$ cat src/rtl/gmii_tx_framer_if.sv
// Byte-stream payload handshake feeding the GMII transmit framer.
interface gmii_tx_framer_if;
  logic [7:0] s_data;
  logic       s_valid;
  logic       s_last;
  logic       s_ready;

  modport master (output s_data, output s_valid, output s_last, input s_ready);
  modport slave  (input s_data, input s_valid, input s_last, output s_ready);
endinterface

$ cat src/rtl/gmii_tx_framer.sv
// GMII transmit framer: preamble/SFD, payload, zero pad to minimum length,
// CRC-32 FCS, inter-frame gap, and underrun abort with drain to end of frame.
module gmii_tx_framer #(
  parameter int PREAMBLE_LEN = 7,
  parameter int MIN_FRAME    = 60,
  parameter int IFG_CYCLES   = 12
) (
  input  logic             gmii_tx_clk,
  input  logic             rst,
  gmii_tx_framer_if.slave  s,
  output logic             gmii_tx_en,
  output logic             gmii_tx_er,
  output logic [7:0]       gmii_txd,
  output logic             busy,
  output logic             frame_done,
  output logic             underrun
);

  typedef enum logic [2:0] {
    S_IDLE, S_PRE, S_SFD, S_DATA, S_PAD, S_FCS, S_DRAIN, S_IFG
  } state_t;

  localparam logic [31:0] CRC_POLY = 32'hEDB88320;

  function automatic logic [31:0] crc_next(input logic [31:0] c, input logic [7:0] d);
    logic [31:0] v;
    v = c ^ {24'd0, d};
    for (int i = 0; i < 8; i++)
      v = v[0] ? ((v >> 1) ^ CRC_POLY) : (v >> 1);
    return v;
  endfunction

  function automatic logic [15:0] sat_inc(input logic [15:0] v);
    return (v == 16'hFFFF) ? v : v + 16'd1;
  endfunction

  state_t      r_state;
  logic [31:0] r_crc;
  logic [15:0] r_byte_cnt;
  logic [7:0]  r_cnt;
  logic        r_tx_en;
  logic        r_tx_er;
  logic [7:0]  r_txd;
  logic        r_frame_done;
  logic        r_underrun;

  logic        w_ready;
  logic [15:0] w_bc_inc;
  logic [31:0] w_fcs;

  assign w_ready  = (r_state == S_SFD) || (r_state == S_DATA) || (r_state == S_DRAIN);
  assign w_bc_inc = sat_inc(r_byte_cnt);
  assign w_fcs    = ~r_crc;

  assign s.s_ready  = w_ready;
  assign gmii_tx_en = r_tx_en;
  assign gmii_tx_er = r_tx_er;
  assign gmii_txd   = r_txd;
  assign busy       = (r_state != S_IDLE);
  assign frame_done = r_frame_done;
  assign underrun   = r_underrun;

  // State names the decision being made this cycle; gmii outputs show the
  // byte chosen on the previous edge, so a byte accepted at k appears at k+1.
  always_ff @(posedge gmii_tx_clk or posedge rst) begin
    if (rst) begin
      r_state      <= S_IDLE;
      r_crc        <= 32'hFFFFFFFF;
      r_byte_cnt   <= 16'd0;
      r_cnt        <= 8'd0;
      r_tx_en      <= 1'b0;
      r_tx_er      <= 1'b0;
      r_txd        <= 8'h00;
      r_frame_done <= 1'b0;
      r_underrun   <= 1'b0;
    end else begin
      r_frame_done <= 1'b0;
      r_underrun   <= 1'b0;
      r_tx_er      <= 1'b0;
      case (r_state)
        S_IDLE: begin
          r_crc      <= 32'hFFFFFFFF;
          r_byte_cnt <= 16'd0;
          r_cnt      <= 8'd0;
          r_tx_en    <= 1'b0;
          r_txd      <= 8'h00;
          if (s.s_valid) begin
            r_state <= S_PRE;
            r_tx_en <= 1'b1;
            r_txd   <= 8'h55;
            r_cnt   <= 8'd1;
          end
        end
        S_PRE: begin
          if (r_cnt >= 8'(PREAMBLE_LEN)) begin
            r_state <= S_SFD;
            r_txd   <= 8'hD5;
          end else begin
            r_txd <= 8'h55;
            r_cnt <= r_cnt + 8'd1;
          end
        end
        S_SFD, S_DATA: begin
          if (s.s_valid) begin
            r_txd      <= s.s_data;
            r_crc      <= crc_next(r_crc, s.s_data);
            r_byte_cnt <= w_bc_inc;
            r_cnt      <= 8'd0;
            if (s.s_last)
              r_state <= (w_bc_inc < 16'(MIN_FRAME)) ? S_PAD : S_FCS;
            else
              r_state <= S_DATA;
          end else begin
            r_txd      <= 8'h00;
            r_tx_er    <= 1'b1;
            r_underrun <= 1'b1;
            r_state    <= S_DRAIN;
          end
        end
        S_PAD: begin
          r_txd      <= 8'h00;
          r_crc      <= crc_next(r_crc, 8'h00);
          r_byte_cnt <= w_bc_inc;
          if (w_bc_inc >= 16'(MIN_FRAME))
            r_state <= S_FCS;
        end
        S_FCS: begin
          r_cnt <= r_cnt + 8'd1;
          case (r_cnt)
            8'd0:    r_txd <= w_fcs[7:0];
            8'd1:    r_txd <= w_fcs[15:8];
            8'd2:    r_txd <= w_fcs[23:16];
            8'd3:    r_txd <= w_fcs[31:24];
            default: begin
              r_tx_en      <= 1'b0;
              r_txd        <= 8'h00;
              r_frame_done <= 1'b1;
              r_cnt        <= 8'd1;
              r_state      <= S_IFG;
            end
          endcase
        end
        S_DRAIN: begin
          r_tx_en <= 1'b0;
          r_txd   <= 8'h00;
          if (s.s_valid && s.s_last) begin
            r_cnt   <= 8'd1;
            r_state <= S_IFG;
          end
        end
        S_IFG: begin
          r_tx_en <= 1'b0;
          r_txd   <= 8'h00;
          if (r_cnt >= 8'(IFG_CYCLES - 1))
            r_state <= S_IDLE;
          else
            r_cnt <= r_cnt + 8'd1;
        end
        default: r_state <= S_IDLE;
      endcase
    end
  end

endmodule

$ cat src/flat_wrapper.sv
// flat-port wrapper written by rule: the top's interface ports become plain ports
module gmii_tx_framer_flat 
#(
  parameter int PREAMBLE_LEN = 7,
  parameter int MIN_FRAME    = 60,
  parameter int IFG_CYCLES   = 12
)
  (gmii_tx_clk, rst, gmii_tx_en, gmii_tx_er, gmii_txd, busy, frame_done, underrun, s_s_data, s_s_valid, s_s_last, s_s_ready);
  gmii_tx_framer_if s_i ();
  input  logic gmii_tx_clk;
  input  logic rst;
  output logic gmii_tx_en;
  output logic gmii_tx_er;
  output logic [7:0] gmii_txd;
  output logic busy;
  output logic frame_done;
  output logic underrun;
  input wire logic [$bits(s_i.s_data)-1:0] s_s_data;
  input wire logic [$bits(s_i.s_valid)-1:0] s_s_valid;
  input wire logic [$bits(s_i.s_last)-1:0] s_s_last;
  output wire logic [$bits(s_i.s_ready)-1:0] s_s_ready;
  assign s_i.s_data = s_s_data;
  assign s_i.s_valid = s_s_valid;
  assign s_i.s_last = s_s_last;
  assign s_s_ready = s_i.s_ready;
  gmii_tx_framer #(.PREAMBLE_LEN(PREAMBLE_LEN), .MIN_FRAME(MIN_FRAME), .IFG_CYCLES(IFG_CYCLES)) u_core (.gmii_tx_clk(gmii_tx_clk), .rst(rst), .s(s_i), .gmii_tx_en(gmii_tx_en), .gmii_tx_er(gmii_tx_er), .gmii_txd(gmii_txd), .busy(busy), .frame_done(frame_done), .underrun(underrun));
endmodule
$ cat config.mk
export PLATFORM = sky130hd
export DESIGN_NAME = gmii_tx_framer_flat
export DESIGN_NICKNAME = d
export VERILOG_FILES = /design/src/rtl/gmii_tx_framer_if.sv /design/src/rtl/gmii_tx_framer.sv /design/src/flat_wrapper.sv
export SDC_FILE = /design/constraint.sdc
export NUM_CORES = 1
export LEC_CHECK = 0
export CORE_MARGIN = 4
export CORE_UTILIZATION = 45
export CTS_BUF_LIST = sky130_fd_sc_hd__clkbuf_4
export CTS_CLUSTER_DIAMETER = 30
export DETAILED_ROUTE_END_ITERATION = 8
export GPL_ROUTABILITY_DRIVEN = 0
export PLACE_DENSITY = 0.67
export SETUP_SLACK_MARGIN = 0.2
export SYNTH_ARGS = -nofsm -noshare
export SYNTH_HDL_FRONTEND = slang
export SYNTH_SLANG_ARGS = --single-unit
$ cat constraint.sdc
create_clock -name gmii_tx_clk -period 2.15 [get_ports gmii_tx_clk]
set_input_delay 0.215 -clock gmii_tx_clk [delete_from_list [all_inputs] [get_ports gmii_tx_clk]]
set_output_delay 0.215 -clock gmii_tx_clk [all_outputs]
set_load 0.01 [all_outputs]
# Word level (Yosys, flattened, before mapping)
# Index checks and enable logic that the tools add are counted.
# Widths: inputs -> output; s select.
# totals
out_inout_bits	14
reg_bits	70
wordCells	119
input_bits	12
# op_classes
addsub	2
mux	50
order_cmp	4
n_reduce_logical	17
bitwise	18
eq_ne	20
# ops
cell	n
$mux 32	17
$not 13->14	16
$pmux 32 s3	1
$mux 8	7
$pmux 16 s3	1
$pmux 8 s6	1
$pmux 8 s5	1
$mux 16	2
$not 32->32	1
$pmux 8 s4	1
$xor 32x8->32	1
$mux 3	8
$pmux 3 s7	1
$add 16x1->16 const B	1
$eq 16x16->1 const B	1
$eq 8x2->1 const B	2
$ge 16x6->1 const B	1
$lt 16x6->1 const B	1
$eq 3x3->1 const B	4
$ne 2x2->1 const B	6
$reduce_bool 3->1	3
$add 8x1->8 const B	1
$eq 8x1->1 const B	1
$ge 8x3->1 const B	1
other kinds (18)	31

# Logic depth before layout (Yosys ltp)
# Gate-level depths: netlist (run 1).
# logic_depth
ltp_word	19
depth_mapped	9
mapped_depth_nobuf	8

# Least setup slack after synthesis (run 1)
# Ideal clock, no wire load.
# synth_timing
path_type	register to register
from	reg u_core.r_byte_cnt[0]
to	reg u_core.r_state[0]
arrival_time_ns	2.027
setup_ns	0.124
path_buffers	0
required_time_ns	2.026
synth_period_minus_slack_ns	2.151
setup_slack_ns	-0.001
stages_incl_launch_ff	7
cell_sequence	dfrtp_1 ha_1 nand4_2 nor2_4 a41oi_1 or4_1 o31a_1
# synth_via
elab_chain_cells	7
elab_cells_between_ends	11
cone_classes	add/sub: 1; order compare: 2; eq/ne: 2; mux: 5; reduce/logical: 1
# synth_lines
item	line_no	rtl
start, declared	gmii_tx_framer.sv:39	logic [15:0] r_byte_cnt;
start signal, assigned	gmii_tx_framer.sv:107	r_byte_cnt <= w_bc_inc;
start signal, assigned	gmii_tx_framer.sv:123	r_byte_cnt <= w_bc_inc;
$add 16x1->16 / $eq 16x16->1 (equally long branches)	gmii_tx_framer.sv:34	return (v == 16'hFFFF) ? v : v + 16'd1;
$mux 16 *	gmii_tx_framer.sv:34	
$lt 16x6->1	gmii_tx_framer.sv:110	r_state <= (w_bc_inc < 16'(MIN_FRAME)) ? S_PAD : S_FCS;
$mux 1	gmii_tx_framer.sv:110	
$mux 3	gmii_tx_framer.sv:109	if (s.s_last)
$mux 3	gmii_tx_framer.sv:104	if (s.s_valid) begin
$pmux 3 s7	gmii_tx_framer.sv:80	case (r_state)
end signal, assigned	gmii_tx_framer.sv:110	
end, declared	gmii_tx_framer.sv:37	state_t r_state;
# Every way passes the cells marked *; elsewhere a longest branch is shown, timed or not.
# A chain may end at the register's enable or synchronous reset.

# Final worst setup path (run 1)
# layout_timing
from	reg u_core.r_cnt[0]
to	reg u_core.r_state[0]
# layout_via
elab_chain_cells	4
elab_cells_between_ends	11
cone_classes	order compare: 2; eq/ne: 6; reduce/logical: 3
# layout_lines
item	line_no	rtl
start, declared	gmii_tx_framer.sv:40	logic [7:0] r_cnt;
start signal, assigned	gmii_tx_framer.sv:100	r_cnt <= r_cnt + 8'd1;
start signal, assigned	gmii_tx_framer.sv:128	r_cnt <= r_cnt + 8'd1;
start signal, assigned	gmii_tx_framer.sv:157	r_cnt <= r_cnt + 8'd1;
branches (longest 3 deep; another with $ge 8x4->1)	n/a	
$reduce_and 6->1 (no source line) *	n/a	
# Every way passes the cells marked *.

==> results of run 1 <==
kinds of logic after synthesis:
family / after synthesis / synth area share [%]
buffers and inverters: 63 / 5.20
xor gates and xnor gates: 122 / 23.5
AOI/OAI and AO/OA: 186 / 20.9
adders and majority gates: 5 / 1.12
DFF: 70 / 32.0
and+or+nand+nor: 185 / 16.1
muxes: 7 / 1.25
cell type report:
cell class | instances | area (µm²) | share of cell area, %
multi-input cells | 505 | 4110 | 53.6
clock buffers | 13 | 97.6 | 1.27
clock inverters | 3 | 15.0 | 0.196
inverters | 19 | 78.8 | 1.03
flip-flops and latches | 70 | 1810 | 23.5
repair buffers | 153 | 1350 | 17.6
well taps | 168 | 210 | 2.74
how the worst min path moves through the flow:
stage | slack (ns) | startpoint | to
4_1_cts | 0.13 | rst | u_core.r_cnt[3]
3_3_place_gp | 0.50 | u_core.gmii_tx_en | u_core.gmii_tx_en
6_report | 0.12 | rst | u_core.frame_done
2_1_floorplan | 0.33 | s_s_data[0] | u_core.gmii_txd[0]
3_5_place_dp | 0.50 | u_core.r_crc[18] | u_core.r_crc[10]
5_1_grt | 0.14 | rst | u_core.frame_done
Yosys cell counts, drive strengths merged, types with 7 or more instances:
master | number | area share, %
nor2 | 70 | 4.9
nand4 | 7 | 0.89
clkbuf | 22 | 1.5
dfstp | 32 | 15
nand2b | 8 | 0.89
a31oi | 11 | 1.2
mux2i | 7 | 1.3
o22ai | 26 | 2.9
nor3 | 11 | 0.98
inv | 19 | 1.3
nand2 | 45 | 3.0
a21oi | 57 | 5.1
nand3 | 10 | 0.89
buf | 22 | 2.4
xor2 | 22 | 4.6
and3 | 9 | 1.0
xnor2 | 98 | 18
o21ai | 38 | 3.4
dfrtp | 38 | 17
flip-flops by register name (all words and copies together) (netlist names):
name,count
u_core.r_crc,32
u_core.r_byte_cnt,16
u_core.gmii_txd,8
u_core.r_cnt,8
u_core.r_state,3
u_core.frame_done,1
u_core.gmii_tx_en,1
u_core.gmii_tx_er,1
per-stage QoR:
step | std cells | setup TNS (ns) | utilization [%]
3_5_place_dp | 879 | -0.339 | 55.5
6_report | 931 | 0 | 63.3
2_1_floorplan | 638 | 0 | -
3_3_place_gp | 879 | -0.152 | 55.5
4_1_cts | 922 | 0 | 60.3
5_1_grt | 931 | 0 | 63.3
repair_timing:
item                       CTS  global route
buffers inserted            27             9
resized for setup           53            61
pin swaps                   31            28
setup endpoints to repair   31            51
critical path, cell delays in order (launching register included):
cell and delay, ns:
dfrtp_2 0.49, ha_4 0.21, nor4_4 0.37, nor4_4 0.08, nand4b_1 0.13, nor3b_4 0.31, a41oi_2 0.16, o31a_1 0.13
where the power goes:
group | switching [W] | internal (W) | leakage [nW]
Clock | 0.000489 | 0.000284 | 0.0715
Sequential | 0.000575 | 0.00190 | 0.836
Combinational | 0.00490 | 0.00493 | 2.21
Total | 0.00596 | 0.00712 | 3.12
metal layers:
layer	wire [µm]	vias up	share of wire (%)	global-route usage, %
li1	-	2500	-	-
met5	0	-	0	0
met2	8810	284	49	41.8
met4	618	0	3.4	8.52
met3	1480	57	8.2	6.50
met1	7210	2667	40	32.4
==> flow_metrics.tcl, run 1 <==
set metrics [dict create \
    final_common_cell "buf_4" \
    ioPinCount 26 \
    end_kind "flop" \
    p_leak_nw 3.12 \
    grt_pass1_wl_mm 29.0 \
    max_cap_viol_count 0 \
    finalHoldViolations 0 \
    ys_warn_count 0 \
    path_clk_slew_ns 0.12 \
    grt_pass1_vias 5528 \
    cts_tree "yes" \
    outcome "complete, no violations" \
    fp-row-count 40 \
    startpoint "u_core.r_cnt[0]" \
    n_fill_cell 977 \
    syn_nets 655 \
    cts.sinks 70 \
    ff2ff_path_depth 7 \
    htreeDepth 3 \
    syn_avg_cell_area_um2 8.78 \
    ys_ff_latch 70 \
    rr_endpoint "u_core.r_state[0]" \
    synth_edf_count 0 \
    synthesis.area_um2 5600 \
    clockBufferDepth 2 \
    totalWireLength_mm 18.1 \
    cts_made_buffers 9 \
    reg2reg_from "u_core.r_cnt[0]" \
    cp.arrival_ns 2.37 \
    antenna_found_initial 0 \
    synthDistinctLibCells 69 \
    clk_latency_ns 0.47 \
    drc 0 \
    die_w_um 120 \
    grt_start_max_net_pins 71 \
    grt_usage_pct 25.3 \
    crit_fanout 5 \
    synthCells 638 \
    tightestPinTransition_ns 0.578 \
    via_per_inst 5.92 \
    setup.worst_path.end "u_core.r_state[0]" \
    post-place-ws_ns -0.0807 \
    cts.root.buffer_cell "clkbuf_4" \
    seq_area_frac_synth_pct 32.0 \
    cp.required_ns 2.51 \
    cts_hold_buf 0 \
    dr.pass1.iters 5 \
    setup_violations 0 \
    antenna_cells 0 \
    die_y_um 120 \
    relSlewSlack_pct 61.2 \
    r2r_slack_ns 0.14 \
    fin_ws_ns 0.138 \
    dpl_cell_area_um2 6730 \
    power_w 0.0131 \
    rsz0062_at_grt "yes" \
    clock_skew_ns 0.0181 \
    slew_violations 0 \
    vias 5508 \
    layout_common_cells "111 x buf_4, 71 x xnor2_1, 65 x nor2_1" \
    grt_overflow 0 \
    start_util_pct 46.3 \
    dr.first_iter.drc_count 656 \
    power.density_nw_per_um2 1710 \
    final_nets 775 \
    wire_per_inst_um 19.5 \
    vdd.ir_drop.worst_v 0.000907 \
    max_freq_mhz 497 \
    period_needed_ns 2.01 \
    hp-class "in2async" \
    die-area_um2 14300 \
    fin_crit_sh_pct 93.6 \
    dp_hpwl_mm 12.3 \
    start_kind "flop" \
    async_flop_share_pct 100 \
    whs_ns 0.115 \
    area_growth_pct 36.8 \
    final_antenna_net_count 0 \
    ys.flop_type "dfrtp_1" \
    drive_above_1_share_pct 37.1 \
    crit_type "reg2reg" \
    portBuffers 25 \
    core_region_area_um2 12100 \
    fin_area_um2 7670 \
]
Note: power is estimated with default switching activity, not from simulation.
==> run 2, diff against run 1 <==
Settings changed: SLEW_MARGIN from default to 20.
==> results of run 2 <==
The final DEF is identical to that of run 1; final timing and power are the same.
==> run 3, diff against run 2 <==
Settings changed: ABC_AREA from default to 1.
==> run 3 against run 2 <==
  * Clock power grew 38%
  * Global-route usage grew 0.13 points
  * Area after synthesis grew 3.4%
  * First-iteration DRC count grew 8.8%
  * Synthesized cell count grew 23%
  * Clock skew shrank 0.0014 ns
  * Via count grew 8.0%
  * Die area grew 3.1%
  * Flip-flop and latch count is the same
  * Wire length grew 4.7%
  * Largest power group unchanged
  * Highest routed layer unchanged
==> flow_metrics.tcl, run 3 <==
set metrics [dict create \
    outcome "complete, no violations" \
    period_needed_ns 2.05 \
    rsz0062_at_grt "yes" \
    grt_start_max_net_pins 39 \
    ys_ff_latch 70 \
    setup_violations 0 \
    busiest_layer "met2" \
    async_flop_share_pct 100 \
    start_kind "flop" \
    fp-row-count 41 \
    dpl_cell_area_um2 6490 \
    area_growth_pct 32.2 \
    reg_top3 "u_core.r_crc: 32 flops, u_core.r_byte_cnt: 16 flops" \
    seq_area_frac_synth_pct 30.9 \
    die_y_um 121 \
    via_per_inst 5.58 \
    synth_edf_count 0 \
    antenna_found_initial 1 \
    drive_above_1_share_pct 29.9 \
    top_register "u_core.r_crc" \
    ys_warn_count 0 \
    wire_per_inst_um 17.8 \
    fin_area_um2 7660 \
    dp_hpwl_mm 13.0 \
    grt_usage_pct 25.5 \
    grtUsageMet1_pct 34.7 \
    post-place-ws_ns -0.0180 \
    yosysMostFrequentCell "nand2_1" \
    synthDistinctLibCells 53 \
    fin_ws_ns 0.101 \
    min_from "s_s_data[5]" \
    path_common_cell "nand2_1" \
    use_met2_pct 40.6 \
    die_w_um 121 \
    core_region_area_um2 12600 \
    startpoint "u_core.r_byte_cnt[0]" \
    setup.worst_path.end "u_core.r_state[0]" \
    synthMuxAreaShare_pct 0 \
    multi_input_area_um2 3990 \
    grt_pass1_wl_mm 29.4 \
    r2r_slack_ns 0.10 \
    portBuffers 25 \
    critPathMaxStageDelay_ns 0.46 \
    dr.first_iter.drc_count 714 \
    dr.pass1.iters 7 \
    die-area_um2 14800 \
    start_util_pct 45.9 \
    finalHoldViolations 0 \
    grt_pass1_vias 5614 \
    clockBufferDepth 2 \
    max_cap_viol_count 0 \
    crit_fanout 6 \
    n_fill_cell 1102 \
    totalWireLength_mm 19.0 \
    ioPinCount 26 \
    layout_common_cells "157 x nand2_1, 81 x inv_1, 73 x buf_4" \
    max_freq_mhz 488 \
    final_nets 905 \
    synth_top_family_by_area "simple AND/OR/NAND/NOR gates" \
    drc 0 \
    clock_skew_ns 0.0167 \
    cp.arrival_ns 2.43 \
    cts_tree "yes" \
    synth_commonest_cells "171 x nand2_1, 90 x inv_1, 74 x nor2_1" \
    synthesis.area_um2 5790 \
    synth_area_leaders "dfrtp_1 16%, dfstp_2 15%, nand2_1 11%" \
    synthSimpleGateAreaFrac_pct 24.3 \
    syn_avg_cell_area_um2 7.39 \
    synth_compound_area_share_pct 15.4 \
    grt_overflow 0 \
    cts_made_buffers 9 \
    tightestPinTransition_ns 0.526 \
    vdd.ir_drop.worst_v 0.000746 \
    end_kind "flop" \
    cp_cell_sequence "buf_6 -> nand2_1 -> nor2_4 -> buf_4 -> nand4_1 -> nand2_1 -> nand2_1 -> nor2_1 -> nand2_1 -> nor2_4 -> nand3_2 -> nand2_4 -> inv_2 -> nand2_1 -> nand2_1" \
    ys.flop_type "dfrtp_1" \
    vias 5949 \
    reg2reg_from "u_core.r_byte_cnt[0]" \
    slew_violations 0 \
    final_antenna_net_count 0 \
    ff2ff_path_depth 15 \
    utilization_pct 60.7 \
    cts.sinks 70 \
    path_clk_slew_ns 0.14 \
    final_common_cell "nand2_1" \
    cp.required_ns 2.53 \
    synthCells 784 \
    power.density_nw_per_um2 1670 \
    power_w 0.0128 \
    htreeDepth 3 \
    rr_endpoint "u_core.r_state[0]" \
    synthAdderAreaFrac_pct 1.08 \
    cts.root.buffer_cell "clkbuf_4" \
    seq_area_um2 1800 \
    largest_register_ffs 32 \
    relSlewSlack_pct 64.8 \
    fin_crit_sh_pct 95.3 \
    p_leak_nw 3.51 \
    synth_top_area_cell "dfrtp_1" \
    clk_latency_ns 0.48 \
    use_met3_pct 3.40 \
    syn_nets 801 \
    synth_xor_xnor_area_share_pct 19.1 \
    hp-class "in2reg" \
    synth_top_area_share_pct 16.4 \
    crit_slowest_cell "dfrtp_1" \
    crit_type "reg2reg" \
]
==> run 3: cell types whose count changed in the layout (fill, tap and decap cells not counted), moves of 11 or more <==
cell	delta
buf_4	-38
inv_2	+14
o21ai_0	+13
xnor2_2	-11
nand3_1	+31
xnor2_1	-46
o22ai_1	-13
nand2_2	+11
a21oi_1	-29
nand2_1	+114
xor2_1	+35
inv_1	+67
==> run 3: what timing repair did <==
item | in CTS | in global routing
hold buffers | 1 | 0
endpoints found under the setup margin | 42 | 42
pin swaps | 9 | 44
buffers inserted | 13 | 33
gates cloned | 0 | 0
gates resized for setup | 39 | 94
hold endpoints to repair | 6 | 0
==> run 3: cell families after synthesis <==
family / Yosys count
AO/OA/AOI/OAI: 144
buffers and inverters: 129
XOR/XNOR: 105
flip-flops: 70
AND/OR/NAND/NOR: 331
adder cells (fa/ha/maj): 5
==> run 3: report_power, final <==
part / internal (W) / switching [W] / leakage, nW
logic: 0.00397 / 0.00535 / 2.58
clock network: 0.000493 / 0.000579 / 0.0876
registers: 0.00191 / 0.000498 / 0.843
total: 0.00638 / 0.00643 / 3.51
==> run 3: how the worst min path moves through the flow <==
| stage | end | slack [ns] | depth (start not counted) |
|---|---|---|---|
| after floorplan | u_core.gmii_tx_er | 0.29 | 1 |
| after global routing | u_core.gmii_txd[5] | 0.38 | 3 |
| after CTS | u_core.gmii_txd[5] | 0.34 | 3 |
| final | u_core.gmii_txd[5] | 0.35 | 3 |
| after global placement | u_core.r_cnt[5] | 0.45 | 2 |
| after detailed placement | u_core.r_cnt[5] | 0.45 | 2 |
==> run 3: critical path: cells and delay by family (launching register included) <==
| family | cells | cell delay, ns |
|---|---|---|
| AND/OR/NAND/NOR | 12 | 1.19 |
| flip-flops | 1 | 0.46 |
| buffers and inverters | 3 | 0.31 |
==> run 3: final cells by class <==
type / instances / share of cell area [%]
multi-input cells: 585 / 52.1
flip-flops and latches: 70 / 23.5
repair buffers: 116 / 14.0
inverters: 106 / 5.44
well taps: 172 / 2.81
clock inverters: 6 / 1.23
clock buffers: 10 / 0.980
diodes: 1 / 0.0327
==> run 3: routing by layer <==
| layer | part of all wire (%) | vias to the layer above |
|---|---|---|
| li1 | - | 2740 |
| met4 | 3.8 | 0 |
| met2 | 47 | 329 |
| met5 | 0 | - |
| met3 | 8.4 | 55 |
| met1 | 40 | 2825 |
==> run 3: metrics by stage <==
stage	hold WS [ns]	TNS, ns	cells
6_report	0.353	0	1066
5_1_grt	0.377	0	1066
4_1_cts	0.341	0	1032
3_5_place_dp	0.455	-0.0201	1002
3_3_place_gp	0.449	-0.0643	1002
2_1_floorplan	0.293	0	784
